[src/rtl/riscv_pipe_skid_reg_pkg.sv]
// Shared width default and state encoding for the pipeline skid register.
package riscv_pipe_skid_reg_pkg;

  localparam int XLEN = 32;

  typedef enum logic [1:0] {
    PSR_EMPTY = 2'd0,
    PSR_ONE   = 2'd1,
    PSR_FULL  = 2'd2
  } psr_state_e;

endpackage

[src/rtl/riscv_pipe_skid_reg_slot.sv]
// One payload slot: load-enabled register with asynchronous reset to a fixed init value.
module riscv_pipe_skid_reg_slot
  import riscv_pipe_skid_reg_pkg::*;
#(
  parameter int            DW   = XLEN,
  parameter logic [DW-1:0] INIT = '0
) (
  input  logic          i_clk,
  input  logic          i_rst,
  input  logic          i_load,
  input  logic [DW-1:0] i_d,
  output logic [DW-1:0] o_q
);

  logic [DW-1:0] slot_q;

  // Slot storage; holds its value unless a load is requested.
  always_ff @(posedge i_clk or posedge i_rst) begin
    if (i_rst) begin
      slot_q <= INIT;
    end else if (i_load) begin
      slot_q <= i_d;
    end else begin
      slot_q <= slot_q;
    end
  end

  assign o_q = slot_q;

endmodule

[src/rtl/riscv_pipe_skid_reg.sv]
// Pipeline-stage register with valid/ready handshake, 2-entry skid buffer and flush.
module riscv_pipe_skid_reg
  import riscv_pipe_skid_reg_pkg::*;
#(
  parameter int            DW       = XLEN,
  parameter logic [DW-1:0] REG_INIT = '0
) (
  input  logic          i_clk,
  input  logic          i_rst,
  input  logic          i_flush,
  input  logic          i_valid,
  output logic          o_ready,
  input  logic [DW-1:0] i_data,
  output logic          o_valid,
  input  logic          i_ready,
  output logic [DW-1:0] o_data,
  output logic [1:0]    o_count
);

  psr_state_e    state_q;
  psr_state_e    state_d;
  logic          in_fire_s;
  logic          out_fire_s;
  logic          main_load_s;
  logic          skid_load_s;
  logic [DW-1:0] main_d;
  logic [DW-1:0] main_q;
  logic [DW-1:0] skid_q;

  // Handshake outputs come straight from the state flop, so no path i_ready -> o_ready.
  assign o_valid    = (state_q != PSR_EMPTY);
  assign o_ready    = (state_q != PSR_FULL);
  assign o_count    = state_q;
  assign o_data     = main_q;
  assign in_fire_s  = i_valid & o_ready;
  assign out_fire_s = o_valid & i_ready;

  // State register.
  always_ff @(posedge i_clk or posedge i_rst) begin
    if (i_rst) begin
      state_q <= PSR_EMPTY;
    end else begin
      state_q <= state_d;
    end
  end

  // Next state and slot steering; a flush empties the stage but leaves slot contents alone.
  always_comb begin
    state_d     = state_q;
    main_load_s = 1'b0;
    skid_load_s = 1'b0;
    main_d      = i_data;
    case (state_q)
      PSR_EMPTY: begin
        if (in_fire_s) begin
          main_load_s = 1'b1;
          state_d     = PSR_ONE;
        end else begin
          state_d     = PSR_EMPTY;
        end
      end
      PSR_ONE: begin
        if (in_fire_s && out_fire_s) begin
          main_load_s = 1'b1;
          state_d     = PSR_ONE;
        end else if (in_fire_s) begin
          skid_load_s = 1'b1;
          state_d     = PSR_FULL;
        end else if (out_fire_s) begin
          state_d     = PSR_EMPTY;
        end else begin
          state_d     = PSR_ONE;
        end
      end
      PSR_FULL: begin
        if (out_fire_s) begin
          main_load_s = 1'b1;
          main_d      = skid_q;
          state_d     = PSR_ONE;
        end else begin
          state_d     = PSR_FULL;
        end
      end
      default: begin
        state_d = PSR_EMPTY;
      end
    endcase
    if (i_flush) begin
      state_d     = PSR_EMPTY;
      main_load_s = 1'b0;
      skid_load_s = 1'b0;
    end else begin
      state_d     = state_d;
    end
  end

  riscv_pipe_skid_reg_slot #(.DW(DW), .INIT(REG_INIT)) u_main (
    .i_clk  (i_clk),
    .i_rst  (i_rst),
    .i_load (main_load_s),
    .i_d    (main_d),
    .o_q    (main_q)
  );

  riscv_pipe_skid_reg_slot #(.DW(DW), .INIT(REG_INIT)) u_skid (
    .i_clk  (i_clk),
    .i_rst  (i_rst),
    .i_load (skid_load_s),
    .i_d    (i_data),
    .o_q    (skid_q)
  );

endmodule
[config.mk]
export PLATFORM = sky130hd
export DESIGN_NAME = riscv_pipe_skid_reg
export DESIGN_NICKNAME = d
export VERILOG_FILES = /design/src/rtl/riscv_pipe_skid_reg_pkg.sv /design/src/rtl/riscv_pipe_skid_reg_slot.sv /design/src/rtl/riscv_pipe_skid_reg.sv
export SDC_FILE = /design/constraint.sdc
export NUM_CORES = 1
export LEC_CHECK = 0
export ABC_CLOCK_PERIOD_IN_PS = 1950
export BUFFER_PORTS_ARGS = -buffer_cell sky130_fd_sc_hd__buf_2
export CORE_ASPECT_RATIO = 1.5
export CORE_MARGIN = 8
export CORE_UTILIZATION = 45
export DETAILED_ROUTE_END_ITERATION = 16
export GPL_TIMING_DRIVEN = 0
export PLACE_DENSITY = 0.69
export SLEW_MARGIN = 0
export SYNTH_ARGS = -nofsm -noshare
export SYNTH_HDL_FRONTEND = slang
export SYNTH_SLANG_ARGS = --single-unit
export TNS_END_PERCENT = 10
[constraint.sdc]
create_clock -name i_clk -period 1.95 [get_ports i_clk]
set_clock_uncertainty 0.15 [all_clocks]
set_input_delay 0.195 -clock i_clk [delete_from_list [all_inputs] [get_ports i_clk]]
set_output_delay 0.195 -clock i_clk [all_outputs]
set_load 0.05 [all_outputs]
; Word-level counts from Yosys, hierarchy flattened
; Index checks and enable logic that the tools add are counted.
[op_classes]
add_sub_neg = 0
multipliers = 0
n_div = 0
order_cmp = 0
eq_ne = 3
shift = 0
muxes = 17
bitwise_logic = 2
reduce_logical = 3
[op_table]
columns = operator, n
row1 = $mux W32, 2
row2 = $mux W1, 9
row3 = $mux W2, 4
row4 = $pmux W2 S3, 1
row5 = $pmux W1 S3, 1
row6 = $and A1 B1 Y1, 2
row7 = $eq A2 B1 Y1 const B, 1
row8 = $eq A2 B2 Y1 const B, 1
row9 = $logic_not A2 Y1, 1
row10 = $ne A2 B2 Y1 const B, 1
row11 = $reduce_bool A2 Y1, 1
row12 = $logic_and A1 B1 Y1, 1
[word_totals]
regBits = 66
latchBits = 0
ramBits = 0
romBits = 0
inputBits = 37
out_inout_bits = 36
elab_cells = 28
mem_count = 0

; Depth between registers and ports, before layout
; Gate-level depths: netlist of the first run.
[depth]
ltp_word = 7
mapped_depth = 8
depth_no_buf = 7

; By module
; From an unflattened synthesis of the first run, not the netlist that was laid out.
[hier_totals]
hier_cells = 194
area_unflattened_um2 = 3407.0
[modules_own_cells]
columns = mod, n_inst, cells_per_inst, area_per_inst_um2, seq_area_each_um2
row1 = riscv_pipe_skid_reg_slot, 2, 69, 1348.8, 800.8
row2 = riscv_pipe_skid_reg, 1, 56, 709.4, 50.0

; Least setup slack after synthesis of the first run
; OpenSTA, ideal clock, no wires.
[synth_timing]
kind = reg-to-reg
startpoint = reg state_q[1] (netlist: o_count[1])
endpoint = reg u_main.slot_q[0] (netlist: u_main.o_q[0])
setup_time_ns = 0.125
arrival_time_ns = 2.478
t_required_ns = 1.675
slack_ns = -0.803
path_stages_with_launch = 8
path_buffers = 1
synth_period_minus_slack_ns = 2.753
cell_sequence = dfrtp_1 -> or2b_1 -> and2_1 -> ha_1 -> mux2_4 -> o2bb2ai_4 -> buf_6 -> mux2_4
[synth_via]
elab_chain_len = 6
elab_cells_between_ends = 15
cone_classes = eq/ne (3) / mux (7) / bitwise (2) / reduce/logical (3)
[synth_lines]
columns = item, line
row1 = from (decl), riscv_pipe_skid_reg.sv:20  ; psr_state_e state_q;
row2 = from (signal assigned), riscv_pipe_skid_reg.sv:43  ; state_q <= state_d;
row3 = $ne A2 B2 Y1 *, riscv_pipe_skid_reg.sv:32  ; assign o_ready = (state_q != PSR_FULL);
row4 = via o_ready, riscv_pipe_skid_reg.sv:12  ; output logic o_ready,
row5 = $and A1 B1 Y1 *, riscv_pipe_skid_reg.sv:35  ; assign in_fire_s = i_valid & o_ready;
row6 = $logic_and A1 B1 Y1, riscv_pipe_skid_reg.sv:63  ; if (in_fire_s && out_fire_s) begin
row7 = $mux W1, riscv_pipe_skid_reg.sv:63
row8 = $pmux W1 S3 *, riscv_pipe_skid_reg.sv:53  ; case (state_q)
row9 = $mux W1 *, riscv_pipe_skid_reg.sv:88  ; if (i_flush) begin
row10 = to (signal assigned), riscv_pipe_skid_reg_slot.sv:22  ; slot_q <= i_d;
row11 = to (signal assigned), riscv_pipe_skid_reg_slot.sv:24  ; slot_q <= slot_q;
row12 = to (decl), riscv_pipe_skid_reg_slot.sv:15  ; logic [DW-1:0] slot_q;
; The timed path passes the listed nets; every way through them passes the cells marked *.
; A chain may end at the register's enable or synchronous reset.

; Worst setup path after layout of the first run
[layout_timing]
startpoint = reg state_q[0] (netlist: o_count[0])
endpoint = reg u_main.slot_q[10] (netlist: u_main.o_q[10])
[layout_via]
elab_chain_len = 6
elab_cells_between_ends = 15
cone_classes = eq/ne (3) / mux (7) / bitwise (2) / reduce/logical (3)
[layout_lines]
columns = item, line
row1 = $ne A2 B2 Y1 or $reduce_bool A2 Y1 (tied branches), "riscv_pipe_skid_reg.sv:32, riscv_pipe_skid_reg.sv:31"
row2 = $and A1 B1 Y1 (on tied branches), "riscv_pipe_skid_reg.sv:35, riscv_pipe_skid_reg.sv:36"
row3 = $logic_and A1 B1 Y1, riscv_pipe_skid_reg.sv:63
row4 = $mux W1, riscv_pipe_skid_reg.sv:63
row5 = $pmux W1 S3, riscv_pipe_skid_reg.sv:53
row6 = $mux W1, riscv_pipe_skid_reg.sv:88
; Several ways; a longest one is shown, not always the timed one.

==> flow_summary.toml, run 1 <==
[logic_synthesis]
postSynthRegisterBits = 66
synth_fp_nets = 229
netlist_area_um2 = 3229
netlist_instances = 190
synth.avg_cell_area_um2 = 17.00
synth.yosys.warnings = 0
post_synth_num_cell_types = 20
synth_sequential_area_ratio_pct = 51.14

[worst_hold_path]
worst_hold_startpoint = "i_valid"
hold_removal_path_class = "input pin to register"
end_point_of_the_worst_hold_path = "o_count[0]"
hold-path-cell-count = 4

[worst_setup_path]
worstRegToRegCells = 7
crit_path_frequent_cell = "sky130_fd_sc_hd__mux2_4"
critPathMaxStageDelay_ns = 0.43
slowest_stage = "sky130_fd_sc_hd__dfrtp_2"
critPathCaptureType = "register"
cp_max_fo = 10
crit-reg2reg-launch = "o_count[0]"
timing_worst_setup_path_type = "register to register"
worst-endpoint-required_ns = 2.02
flop2flop_setup_slack_ns = -0.23
arrival_ns = 2.25
worst_setup_path_start_kind = "register"
timing.critical_path.cells = "or2b_4, and2_4, ha_4, mux2_4, o2bb2ai_4, buf_12, mux2_4"
regToRegEndpoint = "u_main.o_q[10]"

[placement]
dp_hpwl_mm = 4.199
place_congestion = 0.7163
numPortBuffers = 72
detailedPlace.worstSlack_ns = -0.2882

[pwr]
total_leakage_power_nw = 2.203
pwr_density_cell_nw_per_um2 = 1171
power.ir.vdd_worst_uv = 592.9

[clock_tree]
tritoncts = "done"
cts_num_sinks = 66
cts.clk_slew.worst_paths_ns = 0.07
h-tree-depth = 3
clkLatencyLatePin_ns = 0.33
buffers_from_clock_root_to_sink_at_most = 2
clock-root-buffer = "sky130_fd_sc_hd__clkbuf_8"
inserted_clock_buffers = 9

[timing]
setup-violations-final = 62
timing_worst_slew_pin_value_ns = 0.7955
worst_slew_margin_rel_pct = 46.96
hold_viol_final = 0
final_period_minus_worst_setup_slack_ns = 2.182
finalWorstSetupSlack_ns = -0.2318
report.final.slew_viol_count = 0
rsz_0062_raised_after_global_routing = "true"
final_min_period_over_clock_period_pct = 111.9
max_freq_mhz = 458.3

[layout]
antenna_cells_inserted = 0
area_growth_pct = 37.93
layout.core_utilization_pct = 62.88
finish.net_count = 354
drive_gt1_share_pct = 66.88

[route]
detailroute.via_count = 1947
routed_wirelength_mm = 6.498
antenna_left = 0
first_iter_violations = 52
drt_drc_violations_left = 0
avgViaCountPerCell = 4.868
drt_pass1_iterations = 3
routedWlPerCell_um = 16.25

[floorplan]
design.die.area_um2 = 10200
fp.dieW_um = 85.17
floorplan.initialDensity_pct = 45.58
core.rowCount = 38
ios = 73
die_height_um = 119.8
core_footprint_um2 = 7084

[outcome]
violations = "negative setup slack"
outcome = "finished, violations left"

[global_routing]
first_pass_grt_wire_length_mm = 10.76
grt_start_max_net_pins = 67
gr-usage-all-layers_pct = 13.47
antenna_violations_before_repair = 0
overflow = 0
grt_pass1_vias = 2207

[flow_run]
maxCapViolCount = 0
## worst max-delay path, delay by kind of cell (launching register included)
family,cells,cell delay [ns]
buffers and inverters,1,0.19
AO/OA/AOI/OAI,1,0.19
flip-flops,1,0.43
multiplexers,2,0.56
AND/OR/NAND/NOR,2,0.41
adder cells (fa/ha/maj),1,0.14
## kinds of logic after synthesis
| kind of cell | count (synthesis) | synth area share [%] |
|---|---|---|
| buffers and inverters | 12 | 3.526 |
| adders and majority gates | 2 | 0.7748 |
| AOI/OAI and AO/OA | 3 | 1.318 |
| DFF | 66 | 51.14 |
| muxes | 98 | 41.22 |
| and+or+nand+nor | 9 | 2.015 |
## synthesized netlist by cell type, drive strengths merged
master   number  share of area [%]
and2          1               0.19
nor2          2               0.31
mux2         97                 41
and3          1               0.19
dfrtp        66                 51
nand3         1               0.15
nand2         1               0.12
clkbuf        1               0.15
o21a          1               0.23
buf           9                3.1
ha            2               0.77
or2           1               0.19
or2b          1               0.23
mux2i         1               0.31
o2bb2ai       1               0.85
nand3b        1               0.62
inv           2               0.23
o31ai         1               0.23
## layout make-up
type	count	area, um^2
clock buffer	10	137.6
buffer	10	165.2
clock inverter	6	113.9
inverter	2	10.01
fill	525	2630
tap	80	100.1
sequential	66	1654
multi-input combinational	112	1493
timing repair buffer	114	780.7
## where the power goes
group          total (W)  switching, W  leakage (nW)  internal [W]
clock network    0.00142      0.000533         0.119      0.000886
logic            0.00178       0.00101          1.30      0.000771
registers        0.00202      0.000218         0.787       0.00180
total            0.00521       0.00176          2.20       0.00346
## routing by layer
| layer | global-route usage, % | wire, um | up-vias |
|---|---|---|---|
| met5 | 0 | 0 | - |
| met4 | 7.951 | 177 | 0 |
| met3 | 3.559 | 275 | 14 |
| met2 | 22.13 | 3371 | 46 |
| met1 | 15.36 | 2674 | 961 |
| li1 | - | - | 926 |
## sequential cells by signal (all words and copies together), names as in the netlist
signal      cells
o_count         2
u_skid.o_q     32
u_main.o_q     32
## per-stage QoR
step                      cells  instance area, um^2  setup TNS (ns)  total power, W  hold slack, ns
after global routing        400                 4454          -10.61        0.005478          0.2015
after CTS                   396                 4367          -9.795        0.005247          0.1530
final                       400                 4454          -8.555        0.005214          0.1703
after floorplan             190                 3264          -27.88        0.003355          0.1071
after global placement      342                 3725          -72.01        0.003694          0.2876
after detailed placement    342                 3727          -14.00        0.003743          0.2650
## cell usage in the layout, fill, tap and decap left out
| cell type | netlist | layout |
|---|---|---|
| sky130_fd_sc_hd__or2_4 | 0 | 1 |
| sky130_fd_sc_hd__nand2_4 | 0 | 1 |
| sky130_fd_sc_hd__mux2i_1 | 1 | 1 |
| sky130_fd_sc_hd__mux2_4 | 61 | 61 |
| sky130_fd_sc_hd__dfrtp_2 | 0 | 2 |
| sky130_fd_sc_hd__clkbuf_8 | 0 | 10 |
| sky130_fd_sc_hd__inv_2 | 0 | 1 |
| sky130_fd_sc_hd__buf_2 | 0 | 72 |
| sky130_fd_sc_hd__nor2_1 | 1 | 1 |
| sky130_fd_sc_hd__o21a_1 | 1 | 1 |
| sky130_fd_sc_hd__dfrtp_1 | 66 | 64 |
| sky130_fd_sc_hd__clkbuf_16 | 0 | 1 |
| sky130_fd_sc_hd__ha_1 | 2 | 1 |
| sky130_fd_sc_hd__bufinv_16 | 0 | 3 |
| sky130_fd_sc_hd__and2_4 | 0 | 1 |
| sky130_fd_sc_hd__o31ai_1 | 1 | 1 |
| sky130_fd_sc_hd__and3_1 | 1 | 1 |
| sky130_fd_sc_hd__nand3_1 | 1 | 1 |
| sky130_fd_sc_hd__inv_4 | 0 | 1 |
| sky130_fd_sc_hd__buf_4 | 0 | 6 |
| sky130_fd_sc_hd__clkinv_4 | 0 | 1 |
| sky130_fd_sc_hd__clkinvlp_4 | 0 | 2 |
| sky130_fd_sc_hd__or2b_4 | 0 | 1 |
| sky130_fd_sc_hd__mux2_2 | 36 | 36 |
| sky130_fd_sc_hd__buf_12 | 0 | 6 |
| sky130_fd_sc_hd__buf_6 | 9 | 4 |
| sky130_fd_sc_hd__o2bb2ai_4 | 1 | 1 |
| sky130_fd_sc_hd__nor2_2 | 1 | 1 |
| sky130_fd_sc_hd__ha_4 | 0 | 1 |
| sky130_fd_sc_hd__dlygate4sd3_1 | 0 | 35 |
| sky130_fd_sc_hd__nand3b_4 | 1 | 1 |
## timing repair
item	in CTS	in global routing
cloned	0	1
hold endpoints to repair	100	0
setup buffers	3	3
hold buffers	35	0
gates resized for setup	4	11
setup endpoints to repair	64	63
## worst max path at each step
| stage | endpoint | startpoint |
|---|---|---|
| floorplan | u_main.o_q[0] | o_count[1] |
| global placement | o_count[1] | i_rst |
| detailed placement | u_main.o_q[10] | o_count[1] |
| finish | u_main.o_q[10] | o_count[0] |
| CTS | u_main.o_q[10] | o_count[0] |
| global route | u_main.o_q[19] | o_count[0] |
Note: power is estimated with default switching activity, not from simulation.
==> inputs of run 2 (changes only) <==
--- a/config.mk
+++ b/config.mk
@@ -5,12 +5,14 @@
 export SDC_FILE = /design/constraint.sdc
 export NUM_CORES = 1
 export LEC_CHECK = 0
+export ABC_AREA = 1
 export ABC_CLOCK_PERIOD_IN_PS = 1950
 export BUFFER_PORTS_ARGS = -buffer_cell sky130_fd_sc_hd__buf_2
 export CORE_ASPECT_RATIO = 1.5
 export CORE_MARGIN = 8
 export CORE_UTILIZATION = 45
 export DETAILED_ROUTE_END_ITERATION = 16
+export GPL_ROUTABILITY_DRIVEN = 0
 export GPL_TIMING_DRIVEN = 0
 export PLACE_DENSITY = 0.69
 export SLEW_MARGIN = 0
==> flow_summary.toml, run 2 <==
[clock_tree]
clock-root-buffer = "sky130_fd_sc_hd__clkbuf_8"
clkLatencyLatePin_ns = 0.36
inserted_clock_buffers = 9
tritoncts = "done"
h-tree-depth = 3
buffers_from_clock_root_to_sink_at_most = 2
cts_num_sinks = 66
cts.clk_slew.worst_paths_ns = 0.07

[global_routing]
antenna_violations_before_repair = 0
grt_start_max_net_pins = 67
overflow = 0
first_pass_grt_wire_length_mm = 15.12
grt_pass1_vias = 3177
gr-usage-all-layers_pct = 18.54

[layout]
drive_gt1_share_pct = 24.06
area_growth_pct = 31.15
finish.net_count = 567
filler_cell_count = 670
antenna_cells_inserted = 0
layout.cells.most_common_list = "sky130_fd_sc_hd__nand2_1 (163), sky130_fd_sc_hd__buf_2 (78), sky130_fd_sc_hd__dfrtp_1 (66)"
layout.core_utilization_pct = 60.09
layout.cells.most_common = "sky130_fd_sc_hd__nand2_1"
post_layout_nonfiller_instances = 632

[route]
drt_pass1_iterations = 4
drt_drc_violations_left = 0
avgViaCountPerCell = 4.948
first_iter_violations = 106
antenna_left = 0
detailroute.via_count = 3127
routed_wirelength_mm = 8.759
routedWlPerCell_um = 13.86

[logic_synthesis]
synth_sequential_area_ratio_pct = 50.21
synth_area_leader_cell = "sky130_fd_sc_hd__dfrtp_1"
postSynthRegisterBits = 66
synth.yosys.warnings = 0
netlist_instances = 411
synth_flop_cell = "sky130_fd_sc_hd__dfrtp_1"
synth_common_cells = "sky130_fd_sc_hd__nand2_1 (163), sky130_fd_sc_hd__dfrtp_1 (66), sky130_fd_sc_hd__inv_1 (40)"
asyncSetResetFlopFracSynth_pct = 100.0
synth.top_cell.area_share_pct = 50.21
synth-edff-count = 0
synth.avg_cell_area_um2 = 8.003
synth_fp_nets = 450
synth.most_common_cell = "sky130_fd_sc_hd__nand2_1"
synth.top_cells.by_area = "sky130_fd_sc_hd__dfrtp_1 (50%), sky130_fd_sc_hd__nand2_1 (19%), sky130_fd_sc_hd__nand4_1 (6.1%), sky130_fd_sc_hd__nand3_1 (5.3%), sky130_fd_sc_hd__inv_1 (4.6%)"
post_synth_num_cell_types = 20
netlist_area_um2 = 3289

[floorplan]
floorplan.initialDensity_pct = 45.82
core.rowCount = 38
fp.dieW_um = 85.81
core_footprint_um2 = 7179
design.die.area_um2 = 10360
ios = 73
die_height_um = 120.7

[placement]
dp_hpwl_mm = 6.008
placed_cells_incl_taps = 582
numPortBuffers = 71

[pwr]
pwr_density_cell_nw_per_um2 = 1063
power.ir.vdd_worst_uv = 541.3
total_leakage_power_nw = 2.423

[timing]
setup-violations-final = 0
hold_viol_final = 0
report.final.slew_viol_count = 0
final_min_period_over_clock_period_pct = 94.86
worst_slew_margin_rel_pct = 45.69
rsz_0062_raised_after_global_routing = "false"
final_period_minus_worst_setup_slack_ns = 1.850
max_freq_mhz = 540.6
timing_worst_slew_pin_value_ns = 0.8147

[worst_hold_path]
hold_removal_path_class = "input pin to register"
worst_hold_startpoint = "i_valid"

[worst_setup_path]
critPathCaptureType = "register"
crit-reg2reg-launch = "o_count[1]"
cp-startpoint = "o_count[1]"
arrival_ns = 1.94
timing_worst_setup_path_type = "register to register"
worst-endpoint-required_ns = 2.04
cp_max_fo = 10
worst_setup_path_start_kind = "register"

[flow_run]
maxCapViolCount = 0

[outcome]
outcome = "complete, no violations"
[run 2: cell count changes in the layout (fill, tap and decap cells not counted), sizes merged, moves of 2 or more]
cell      before  now
nor2           2    5
clkinvlp       2    0
mux2          97    0
nand3          1   37
o21ai          0   32
nand2          1  164
inv            2   42
nand4          0   32
clkbuf        11   22
buf           88   92
bufinv         3    1
[run 2: metal layers]
metal  part of all wire [%]  wire length (um)  vias up  GRT usage [%]
li1                       -                 -     1543              -
met1                     41              3574     1462          21.26
met2                     50              4367      105          29.96
met3                    6.8               593       17          6.590
met4                    2.6               224        0          9.031
met5                      0                 0        -              0
[run 2: cell families (layout without fill, tap and decap cells)]
logic type / after synthesis / in the layout / synth area share [%]
DFF: 66 / 66 / 50.21
AOI/OAI and AO/OA: 33 / 33 / 6.238
buffers and inverters: 72 / 193 / 10.88
adders and majority gates: 2 / 2 / 0.7606
and+or+nand+nor: 238 / 238 / 31.91
[run 2: stage by stage]
| stage | hold slack (ns) | setup slack, ns | TNS (ns) | cell area (um^2) | total power, W |
|---|---|---|---|---|---|
| after floorplan | 0.1467 | -0.05542 | -4.973 | 3289 | 0.003039 |
| after global placement | 0.2535 | -0.8927 | -58.72 | 3770 | 0.003377 |
| after detailed placement | 0.2619 | -0.08208 | -0.4651 | 3772 | 0.003426 |
| after CTS | 0.08624 | 0.02739 | 0 | 4298 | 0.004613 |
| after global routing | 0.1381 | 0.0004166 | 0 | 4314 | 0.004851 |
| final | 0.1018 | 0.1003 | 0 | 4314 | 0.004585 |
[run 2: power breakdown]
part | leakage, nW | switching, W | internal [W] | total [W]
sequential | 0.829 | 0.000202 | 0.00175 | 0.00195
clock | 0.0962 | 0.000520 | 0.000615 | 0.00113
combinational | 1.50 | 0.00106 | 0.000440 | 0.00150
[run 2: repair_timing]
action	CTS	global route
endpoints found under the hold margin	99	0
setup endpoints to repair	0	58
resized for setup	0	6
setup buffers	0	1
hold buffers	34	0
[run 2: cell type report]
class	instances	area, um^2	area share (%)
clock buffers	12	145.1	3.364
plain buffers	30	201.4	4.669
clock inverters	3	40.04	0.9281
well taps	100	125.1	2.900
inverters	42	160.2	3.712
repair buffers	106	703.2	16.30
multi-input cells	273	1287	29.84
flip-flops and latches	66	1652	38.28
[run 2: path summary, 6_finish.rpt]
kind	to	slack, ns	depth (start not counted)
worst max-delay path	u_main.o_q[29]	0.10	9
worst min-delay path	o_count[0]	0.10	5
worst max register to register	u_main.o_q[29]	0.10	9
worst min register to register	u_main.o_q[12]	0.31	2
max in group asynchronous	u_main.o_q[29]	0.71	3
min in group asynchronous	u_main.o_q[8]	0.39	3
[run 2: worst max-delay path: stages, from the launching register on]
cell,delay [ns]
sky130_fd_sc_hd__dfrtp_1,0.39
sky130_fd_sc_hd__buf_6,0.15
sky130_fd_sc_hd__nor2_2,0.16
sky130_fd_sc_hd__nor2_1,0.08
sky130_fd_sc_hd__ha_2,0.18
sky130_fd_sc_hd__nand3_1,0.12
sky130_fd_sc_hd__nand3_4,0.12
sky130_fd_sc_hd__buf_4,0.20
sky130_fd_sc_hd__nand3_1,0.12
sky130_fd_sc_hd__nand2_1,0.06
==> inputs of run 3 (changes only) <==
--- a/config.mk
+++ b/config.mk
@@ -7,14 +7,14 @@
 export LEC_CHECK = 0
 export ABC_AREA = 1
 export ABC_CLOCK_PERIOD_IN_PS = 1950
-export BUFFER_PORTS_ARGS = -buffer_cell sky130_fd_sc_hd__buf_2
 export CORE_ASPECT_RATIO = 1.5
 export CORE_MARGIN = 8
 export CORE_UTILIZATION = 45
 export DETAILED_ROUTE_END_ITERATION = 16
+export DONT_BUFFER_PORTS = 1
 export GPL_ROUTABILITY_DRIVEN = 0
 export GPL_TIMING_DRIVEN = 0
-export PLACE_DENSITY = 0.69
+export PLACE_DENSITY = 0.6
 export SLEW_MARGIN = 0
 export SYNTH_ARGS = -nofsm -noshare
 export SYNTH_HDL_FRONTEND = slang
==> flow_summary.toml, run 3 (synthesis gave the netlist of run 2 again) <==
[outcome]
outcome = "finished, violations left"
violations = "negative setup slack"

[route]
antenna_left = 0
drt_pass1_iterations = 4
drt_drc_violations_left = 0
detailroute.via_count = 2829
routedWlPerCell_um = 15.45
routed_wirelength_mm = 8.838
first_iter_violations = 128
avgViaCountPerCell = 4.946

[layout]
area_growth_pct = 30.05
layout.cells.most_common_list = "sky130_fd_sc_hd__nand2_1 (151), sky130_fd_sc_hd__dfrtp_1 (64), sky130_fd_sc_hd__inv_1 (38)"
layout.cells.most_common = "sky130_fd_sc_hd__nand2_1"
finish.net_count = 506
post_layout_nonfiller_instances = 572
filler_cell_count = 674
layout.core_utilization_pct = 59.59
drive_gt1_share_pct = 19.70
antenna_cells_inserted = 0

[clock_tree]
buffers_from_clock_root_to_sink_at_most = 2
tritoncts = "done"
clkLatencyLatePin_ns = 0.35
inserted_clock_buffers = 9
cts.clk_slew.worst_paths_ns = 0.08
h-tree-depth = 3
clock-root-buffer = "sky130_fd_sc_hd__clkbuf_8"
cts_num_sinks = 66

[pwr]
p_int_w = 0.002710
comb_power_share_pct = 19.6
power.ir.vdd_worst_uv = 655.1
total_leakage_power_nw = 2.234
pwr_density_cell_nw_per_um2 = 1054
power.net_switching_w = 0.001798
share_seq_of_total_power_pct = 56.3
share_clk_of_total_power_pct = 24.1
fin_total_pwr_w = 0.004508
switching_share_pct = 39.89

[timing]
final_min_period_over_clock_period_pct = 102.2
finalWorstSetupSlack_ns = -0.04193
hold_viol_final = 0
worst_slew_margin_rel_pct = 43.63
max_freq_mhz = 502.0
final_period_minus_worst_setup_slack_ns = 1.992
timing_worst_slew_pin_value_ns = 0.8456
report.final.slew_viol_count = 0
rsz_0062_raised_after_global_routing = "true"
setup-violations-final = 31
tns_ns = -0.6015

[worst_setup_path]
arrival_ns = 2.13
worstRegToRegCells = 11
cp_max_fo = 5
flop2flop_setup_slack_ns = -0.04
slowest_stage = "sky130_fd_sc_hd__dfrtp_2"
critPathCaptureType = "register"
timing_worst_setup_path_type = "register to register"
crit-reg2reg-launch = "o_count[1]"
cp-startpoint = "o_count[1]"
worst_setup_path_start_kind = "register"
timing.critical_path.cells = "buf_6, inv_4, nor2_4, nor2_2, ha_2, nand3_2, nand3_4, buf_8, clkbuf_16, nand3_1, nand2_1"
worst-endpoint-required_ns = 2.09
critPathMaxStageDelay_ns = 0.53
cp_num_buf_inv = 4
regToRegEndpoint = "u_main.o_q[1]"
largest_delay_share_family_worst_path = "buffers and inverters"

[floorplan]
design.die.area_um2 = 10360
floorplan.initialDensity_pct = 45.82
die_height_um = 120.7
core_footprint_um2 = 7179
fp.dieW_um = 85.81
ios = 73
core.rowCount = 38

[global_routing]
overflow = 0
grt_start_max_net_pins = 67
antenna_violations_before_repair = 0
gr-usage-all-layers_pct = 17.65
first_pass_grt_wire_length_mm = 14.27
grt_pass1_vias = 2796

[worst_hold_path]
end_point_of_the_worst_hold_path = "u_main.o_q[30]"
hold_removal_path_class = "input pin to register"
worst_hold_startpoint = "i_ready"
hold-path-cell-count = 5

[placement]
numPortBuffers = 0
placed_cells_incl_taps = 511
dp_hpwl_mm = 5.716

[flow_run]
maxCapViolCount = 0
-- run 3: changes by cell type in the layout (fill, tap and decap cells not counted), sizes merged --
cell | before | now
buf | 92 | 27
clkbuf | 22 | 27
bufinv | 1 | 0
dlygate4sd3 | 34 | 35
-- run 3: power by group through the flow --
stage	sequential, W	clock, W	combinational, W
after floorplan	0.00248	0	0.000557
after global placement	0.00254	0	0.000658
after detailed placement	0.00255	0	0.000678
after CTS	0.00253	0.00110	0.000794
after global routing	0.00259	0.00116	0.00100
final	0.00254	0.00109	0.000882
-- run 3: worst max-delay path by stage --
stage | end | depth (start not counted)
2_1_floorplan | u_main.o_q[10] | 10
3_3_place_gp | u_skid.o_q[25] | 1
3_5_place_dp | u_skid.o_q[10] | 8
4_1_cts | u_main.o_q[29] | 11
5_1_grt | u_main.o_q[11] | 11
6_report | u_main.o_q[1] | 11
-- run 3: area by class of cell --
cell class / instances / area (um^2) / area share, %
buffer: 30 / 244.0 / 5.703
clock buffer: 14 / 172.7 / 4.036
clock inverter: 2 / 10.01 / 0.2340
inverter: 42 / 162.7 / 3.802
multi-input combinational: 273 / 1400 / 32.73
sequential: 66 / 1654 / 38.67
tap: 100 / 125.1 / 2.925
timing repair buffer: 45 / 509.2 / 11.90
-- run 3: stage by stage --
step	hold slack [ns]	setup WS, ns	cell area [um^2]
global placement	0.1497	-0.8464	3415
CTS	0.1341	-0.07808	4074
finish	0.1409	-0.04193	4278
detailed placement	0.1490	-0.3239	3417
floorplan	0.1467	-0.05542	3289
global route	0.2038	-0.1285	4278
-- run 3: timing repair --
action                                 4_1_cts  5_1_grt
buffers inserted                             6        0
hold buffers                                35        0
setup endpoints to repair                   68       65
resized for setup                           18       42
gates cloned                                 1        3
pin swaps                                    4       15
endpoints found under the hold margin      132        0
-- run 3: worst reg2reg max path: cells and delay by family (launching register included) --
| family | cells | cell delay, ns |
|---|---|---|
| DFF | 1 | 0.53 |
| adders and majority gates | 1 | 0.18 |
| and+or+nand+nor | 6 | 0.53 |
| buffers and inverters | 4 | 0.55 |
-- run 3: layer usage --
metal | routed length, um | GRT usage (%)
met5 | 0 | 0
met4 | 204 | 10.13
met3 | 479 | 4.144
met2 | 4328 | 27.86
met1 | 3825 | 21.51
